==> src/rtl/ras_pkg.sv <==
// ras_pkg: shared register numbers and the alias-table entry type for ras_unit.
package ras_pkg;
    localparam logic [4:0] REG_ZERO = 5'd0;
    localparam logic [4:0] REG_RA   = 5'd1;
    localparam logic [4:0] REG_SP   = 5'd2;

    typedef struct packed {
        logic       valid;
        logic [4:0] areg;
        logic       spill;
    } track_entry_t;
endpackage

==> src/rtl/ras_track_table.sv <==
// ras_track_table: round-robin table of registers (or the spill slot) that hold a copy of ra.
module ras_track_table
    import ras_pkg::*;
#(
    parameter int TRACK_N = 2
) (
    input  logic       clk,
    input  logic       rst_n,
    input  logic       clear,
    input  logic       wr_en,
    input  logic [4:0] wr_reg,
    input  logic       wr_spill,
    input  logic       rd_wr_en,
    input  logic [4:0] rd_wr_reg,
    input  logic [4:0] query_reg,
    input  logic       query_load_dep,
    output logic       ra_hit
);
    localparam int RW = TRACK_N > 1 ? $clog2(TRACK_N) : 1;

    track_entry_t tbl [TRACK_N];
    logic [RW-1:0] rr, hit_idx, widx;
    logic          hit, alias_hit, spill_hit;
    logic [TRACK_N-1:0] kill;

    always_comb begin
        hit       = 1'b0;
        hit_idx   = '0;
        alias_hit = 1'b0;
        spill_hit = 1'b0;
        kill      = '0;
        for (int i = 0; i < TRACK_N; i++) begin
            if (!hit && tbl[i].valid && (wr_spill ? tbl[i].spill : (!tbl[i].spill && tbl[i].areg == wr_reg))) begin
                hit     = 1'b1;
                hit_idx = RW'(i);
            end
            alias_hit |= tbl[i].valid && !tbl[i].spill && tbl[i].areg == query_reg;
            spill_hit |= tbl[i].valid && tbl[i].spill;
            kill[i]    = rd_wr_en && rd_wr_reg != REG_ZERO && tbl[i].valid && !tbl[i].spill && tbl[i].areg == rd_wr_reg;
        end
        widx   = hit ? hit_idx : rr;
        ra_hit = query_reg == REG_RA || alias_hit || (query_load_dep && spill_hit);
    end

    // The track write is applied after the rd kill so it wins on a same-register collision.
    always_ff @(posedge clk) begin
        if (!rst_n || clear) begin
            for (int i = 0; i < TRACK_N; i++) tbl[i] <= '0;
            if (!rst_n) rr <= '0;
        end else begin
            for (int i = 0; i < TRACK_N; i++)
                if (kill[i]) tbl[i].valid <= 1'b0;
            if (wr_en) begin
                tbl[widx] <= '{valid: 1'b1, areg: wr_reg, spill: wr_spill};
                if (!hit) rr <= rr == RW'(TRACK_N - 1) ? '0 : rr + 1'b1;
            end
        end
    end
endmodule

==> src/rtl/ras_unit.sv <==
// ras_unit: circular return-address stack with multi-stage rollback.
// Define RAS_TRACK_EN to include the ra-alias tracking table.
module ras_unit
    import ras_pkg::*;
#(
    parameter int XLEN      = 32,
    parameter int DEPTH     = 8,
    parameter int RB_STAGES = 2,
    parameter int TRACK_N   = 2
) (
    input  logic                 clk,
    input  logic                 rst_n,
    input  logic                 push,
    input  logic [XLEN-1:0]      push_addr,
    input  logic                 pop,
    output logic [XLEN-1:0]      top_addr,
    output logic                 top_valid,
    input  logic [RB_STAGES-1:0] rb_undo_push,
    input  logic [RB_STAGES-1:0] rb_undo_pop,
    input  logic                 track_wr_en,
    input  logic [4:0]           track_wr_reg,
    input  logic                 track_wr_spill,
    input  logic                 rd_wr_en,
    input  logic [4:0]           rd_wr_reg,
    input  logic [4:0]           query_reg,
    input  logic                 query_load_dep,
    output logic                 ra_hit
);
    localparam int PW = $clog2(DEPTH);
    localparam int CW = $clog2(DEPTH + 1);

    logic [XLEN-1:0]    mem [DEPTH];
    logic [PW-1:0]      ptr, ptr_m1, ptr_next, widx;
    logic [CW-1:0]      count, count_next;
    logic               rollback, wr_en;
    logic signed [15:0] delta, cnt_rb;

    assign rollback  = |rb_undo_push || |rb_undo_pop;
    assign ptr_m1    = ptr - 1'b1;
    assign top_addr  = mem[ptr_m1];
    assign top_valid = count != '0;
    assign wr_en     = push && !rollback;
    assign widx      = pop ? ptr_m1 : ptr;

    always_comb begin
        delta = '0;
        for (int i = 0; i < RB_STAGES; i++)
            delta = delta + 16'(rb_undo_pop[i]) - 16'(rb_undo_push[i]);
        cnt_rb     = $signed(16'(count)) + delta;
        ptr_next   = ptr;
        count_next = count;
        if (rollback) begin
            ptr_next   = ptr + PW'(delta);
            count_next = cnt_rb < 0 ? '0 : cnt_rb > DEPTH ? CW'(DEPTH) : CW'(cnt_rb);
        end else if (push && !pop) begin
            ptr_next   = ptr + 1'b1;
            count_next = count == CW'(DEPTH) ? count : count + 1'b1;
        end else if (pop && !push && count != '0) begin
            ptr_next   = ptr_m1;
            count_next = count - 1'b1;
        end
    end

    always_ff @(posedge clk) begin
        if (!rst_n) begin
            ptr   <= '0;
            count <= '0;
            for (int i = 0; i < DEPTH; i++) mem[i] <= '0;
        end else begin
            ptr   <= ptr_next;
            count <= count_next;
            if (wr_en) mem[widx] <= push_addr;
        end
    end

`ifdef RAS_TRACK_EN
    ras_track_table #(.TRACK_N(TRACK_N)) u_track (
        .clk           (clk),
        .rst_n         (rst_n),
        .clear         (pop || rollback),
        .wr_en         (track_wr_en),
        .wr_reg        (track_wr_reg),
        .wr_spill      (track_wr_spill),
        .rd_wr_en      (rd_wr_en),
        .rd_wr_reg     (rd_wr_reg),
        .query_reg     (query_reg),
        .query_load_dep(query_load_dep),
        .ra_hit        (ra_hit)
    );
`else
    logic unused_track;
    assign unused_track = ^{track_wr_en, track_wr_reg, track_wr_spill, rd_wr_en, rd_wr_reg, query_load_dep};
    assign ra_hit = query_reg == REG_RA;
`endif
endmodule

==> config.mk <==
export PLATFORM = sky130hd
export DESIGN_NAME = ras_unit
export DESIGN_NICKNAME = d
export VERILOG_FILES = /design/src/rtl/ras_pkg.sv /design/src/rtl/ras_track_table.sv /design/src/rtl/ras_unit.sv
export SDC_FILE = /design/constraint.sdc
export NUM_CORES = 1
export LEC_CHECK = 0
export ABC_CLOCK_PERIOD_IN_PS = 5000
export CAP_MARGIN = 20
export CORE_ASPECT_RATIO = 0.9
export CORE_MARGIN = 2
export CORE_UTILIZATION = 50
export DETAILED_ROUTE_END_ITERATION = 16
export GPL_TIMING_DRIVEN = 0
export PLACE_DENSITY = 0.79
export RECOVER_POWER = 100
export SYNTH_ARGS = -nofsm -noshare
export SYNTH_HDL_FRONTEND = slang
export SYNTH_SLANG_ARGS = --single-unit
==> constraint.sdc <==
create_clock -name clk -period 5 [get_ports clk]
set_input_delay 1 -clock clk [delete_from_list [all_inputs] [get_ports clk]]
set_output_delay 1 -clock clk [all_outputs]
set_load 0.05 [all_outputs]
==> run_results.csv <==
group,metric,value,unit
clock_network,numClockSinks,263,
clock_network,postCtsSetupBuffers,0,
route,avgRoutedWirePerCell,21.2,µm
logic_synthesis,synth_edf_count,256,
floorplanning,die_w,171,µm
run_status,violations,"max-capacitance violations, max-slew violations",
worst_setup_path,crit_arrival,3.83,ns
floorplanning,start_util,50.5,%
floorplanning,core,24900,µm²
logic_synthesis,yosys_register_bits,263,
power_and_ir_drop,combPwrFrac,38.4,%
logic_synthesis,synth_seq_area_share,62.2,%
clock_network,cts_tree,"done",
logic_synthesis,synthCells,794,
power_and_ir_drop,ir_worst_vdd,460,µV
clock_network,cts_buffers,26,
global_routing,grt_pass1_wl,41500,µm
worst_setup_path,worstSetupStartpointType,"register",
power_and_ir_drop,powerDensity,493,nW/µm²
power_and_ir_drop,p_sw_share,35.5,%
worst_setup_path,cp.required,4.00,ns
floorplanning,rows,55,
flow_run,max_cap_viol_count,6,
logic_synthesis,yosys_most_used_dff,"edfxtp_1",
placement,gp_congestion,0.770,
floorplanning,dieArea,26400,µm²
placement,io_buffers,78,
route,routed_wirelength,26900,µm
worst_setup_path,slowest_delay,0.77,ns
timing,fmax,207,MHz
worst_setup_path,crit_top_cell,"buf_2",
clock_network,cts-htree-levels,1,
global_routing,grt.total_usage,21.0,%
power_and_ir_drop,switching_power,0.00254,W
cells_and_area,post-route-util,58.3,%
worst_setup_path,path_class,"reg -> out",
cells_and_area,n_fill_cell,1993,
global_routing,grt_max_degree,26,
logic_synthesis,synthesis.area,12600,µm²
logic_synthesis,ys_warn_count,0,
power_and_ir_drop,power_frac_seq,35.6,%
power_and_ir_drop,p_int,0.00462,W
worst_setup_path,crit_chain,"buf_2, inv_1, ha_1, buf_2, clkbuf_2, mux4_2, mux2_2, dlygate4sd3_1",
logic_synthesis,async_reset_ff_share,0,%
timing,final.setup.tns,0,ns
cells_and_area,nNetsFinal,983,
global_routing,grt_pass1_vias,7289,
cells_and_area,layout_commonest_cell,"edfxtp_1",
placement,hpwl,17600,µm
worst_setup_path,crit_fanout,10,
route,viasPerCell,5.46,
logic_synthesis,avgSynthCellArea,15.8,µm²
timing,setup_viol,0,
floorplanning,die_height,154,µm
worst_setup_path,slowest_stage,"dlygate4sd3_1",
worst_setup_path,crit_path_end_kind,"output pin",
timing,relSlewSlack,-41.0,%
power_and_ir_drop,clkPwrFrac,26.0,%
clock_network,path_clk_slew,0.07,ns
logic_synthesis,syn_nets,869,
power_and_ir_drop,leakage,5.13,nW
timing,post-route-period-util,96.6,%
cells_and_area,drive_gt1_share,17.3,%
global_routing,grt_antenna_before_repair,1,
timing,report.final.slew_viol_count,92,
timing,clock_skew,0.0141,ns
route,drt_iter0_drc,680,
worst_setup_path,path_buf_inv,5,
cells_and_area,area_growth_syn_to_layout,15.4,%
worst_setup_path,crit_family,"buffers and inverters",
clock_network,cts_root_buf,"clkbuf_16",
timing,worstMarginPinSlew,2.09,ns
timing,layout_min_cycle_time,4.83,ns
timing,final_hold_viol_count,0,
cells_and_area,layout_common_cells,"edfxtp_1 (256), and2_0 (141), and2_1 (116), mux4_2 (65), clkdlybuf4s50_1 (42)",
timing,rsz0062_at_grt,"no",
floorplanning,ios,93,
route,drt-pass1-iter-count,4,
route,drtAntennaViolNets,0,
hold_path,hold_class,"reg -> reg",
logic_synthesis,synthDistinctLibCells,51,
clock_network,cts_buffer_depth,3,
route,vias,6940,
power_and_ir_drop,p_total,0.00715,W
run_status,status,"finished with violations",
global_routing,grt_overflow_total,0,
route,drc,0,
clock_network,clk_latency,0.54,ns
==> stage by stage <==
| stage | hold slack, ns | instances | cell area, µm² | setup slack [ns] |
|---|---|---|---|---|
| after global routing | 0.692 | 1270 | 14500 | 0.0823 |
| after floorplan | 0.557 | 794 | 12600 | 0.521 |
| after global placement | 0.621 | 1214 | 13800 | -2.46 |
| after detailed placement | 0.632 | 1222 | 14100 | 0.549 |
| final | 0.639 | 1271 | 14500 | 0.171 |
| after CTS | 0.643 | 1270 | 14900 | 0.264 |
==> synth_stat cells (5+ instances only) <==
library cell	n	share of area, %
mux4_2	65	12
edfxtp_1	256	61
clkbuf_1	5	0.15
mux2_2	33	3.0
and2_1	257	13
dfxtp_1	7	1.1
a21oi_1	8	0.32
buf_6	15	1.3
nor2_1	7	0.21
ha_1	12	1.2
buf_2	23	0.92
nand2_1	7	0.21
inv_1	12	0.36
o21ai_0	20	0.80
==> worst min-delay path: cells and delay by family, from the launching register on <==
kind               cells  cell delay [ns]
AOI/OAI and AO/OA      2             0.22
DFF                    1             0.37
==> what timing repair did <==
action,in CTS,in global routing
setup endpoints to repair,12,0
hold buffers,0,0
gates resized for setup,4,0
==> worst paths after layout <==
path / to / slack [ns] / from / cells past startpoint
setup / recovery: top_addr[25] / 0.17 / ptr[0] / 8
hold / removal: count[2] / 0.64 / count[2] / 2
setup reg to reg: mem[3][31] / 0.64 / ptr[0] / 8
hold reg to reg: count[2] / 0.64 / count[2] / 2
==> power by group through the flow <==
stage,sequential (W),clock (W),combinational (W)
2_1_floorplan,0.00259,0,0.00201
3_3_place_gp,0.00261,0,0.00284
3_5_place_dp,0.00259,0,0.00290
4_1_cts,0.00255,0.00188,0.00292
5_1_grt,0.00256,0.00195,0.00290
6_report,0.00255,0.00186,0.00275
==> state kept, by name, indices dropped and copies added, names as in the netlist <==
register,flops
ptr,3
mem,256
count,4
==> cell type report <==
cell class	count	area [µm²]	share of cell area, %
Antenna cell	1	2.50	0.0172
Multi-Input combinational cell	471	4320	29.7
Clock buffer	31	669	4.61
Buffer	48	224	1.54
Tap cell	342	428	2.95
Sequential cell	263	7830	53.9
Inverter	12	45.0	0.310
Timing Repair Buffer	86	865	5.96
Clock inverter	17	135	0.931
==> kinds of logic (layout without fill, tap and decap cells) <==
kind of cell             after synthesis  count (layout)  synth area share, %
XOR/XNOR                               8               8                0.557
other                                  0               1                    0
AND/OR/NAND/NOR                      301             301                 15.4
multiplexers                         100             100                 14.8
AO/OA/AOI/OAI                         46              46                 2.30
buffers and inverters                 60             194                 2.94
adder cells (fa/ha/maj)               16              16                 1.83
flip-flops                           263             263                 62.2
==> layer usage <==
| layer | part of all wire [%] | GRT usage (%) | vias up |
|---|---|---|---|
| li1 | - | - | 3180 |
| met1 | 42 | 28.5 | 3466 |
| met2 | 49 | 35.7 | 246 |
| met3 | 6.5 | 3.30 | 48 |
| met4 | 2.9 | 5.57 | 0 |
| met5 | 0 | 0 | - |
Power figures use the tool's default switching activity.
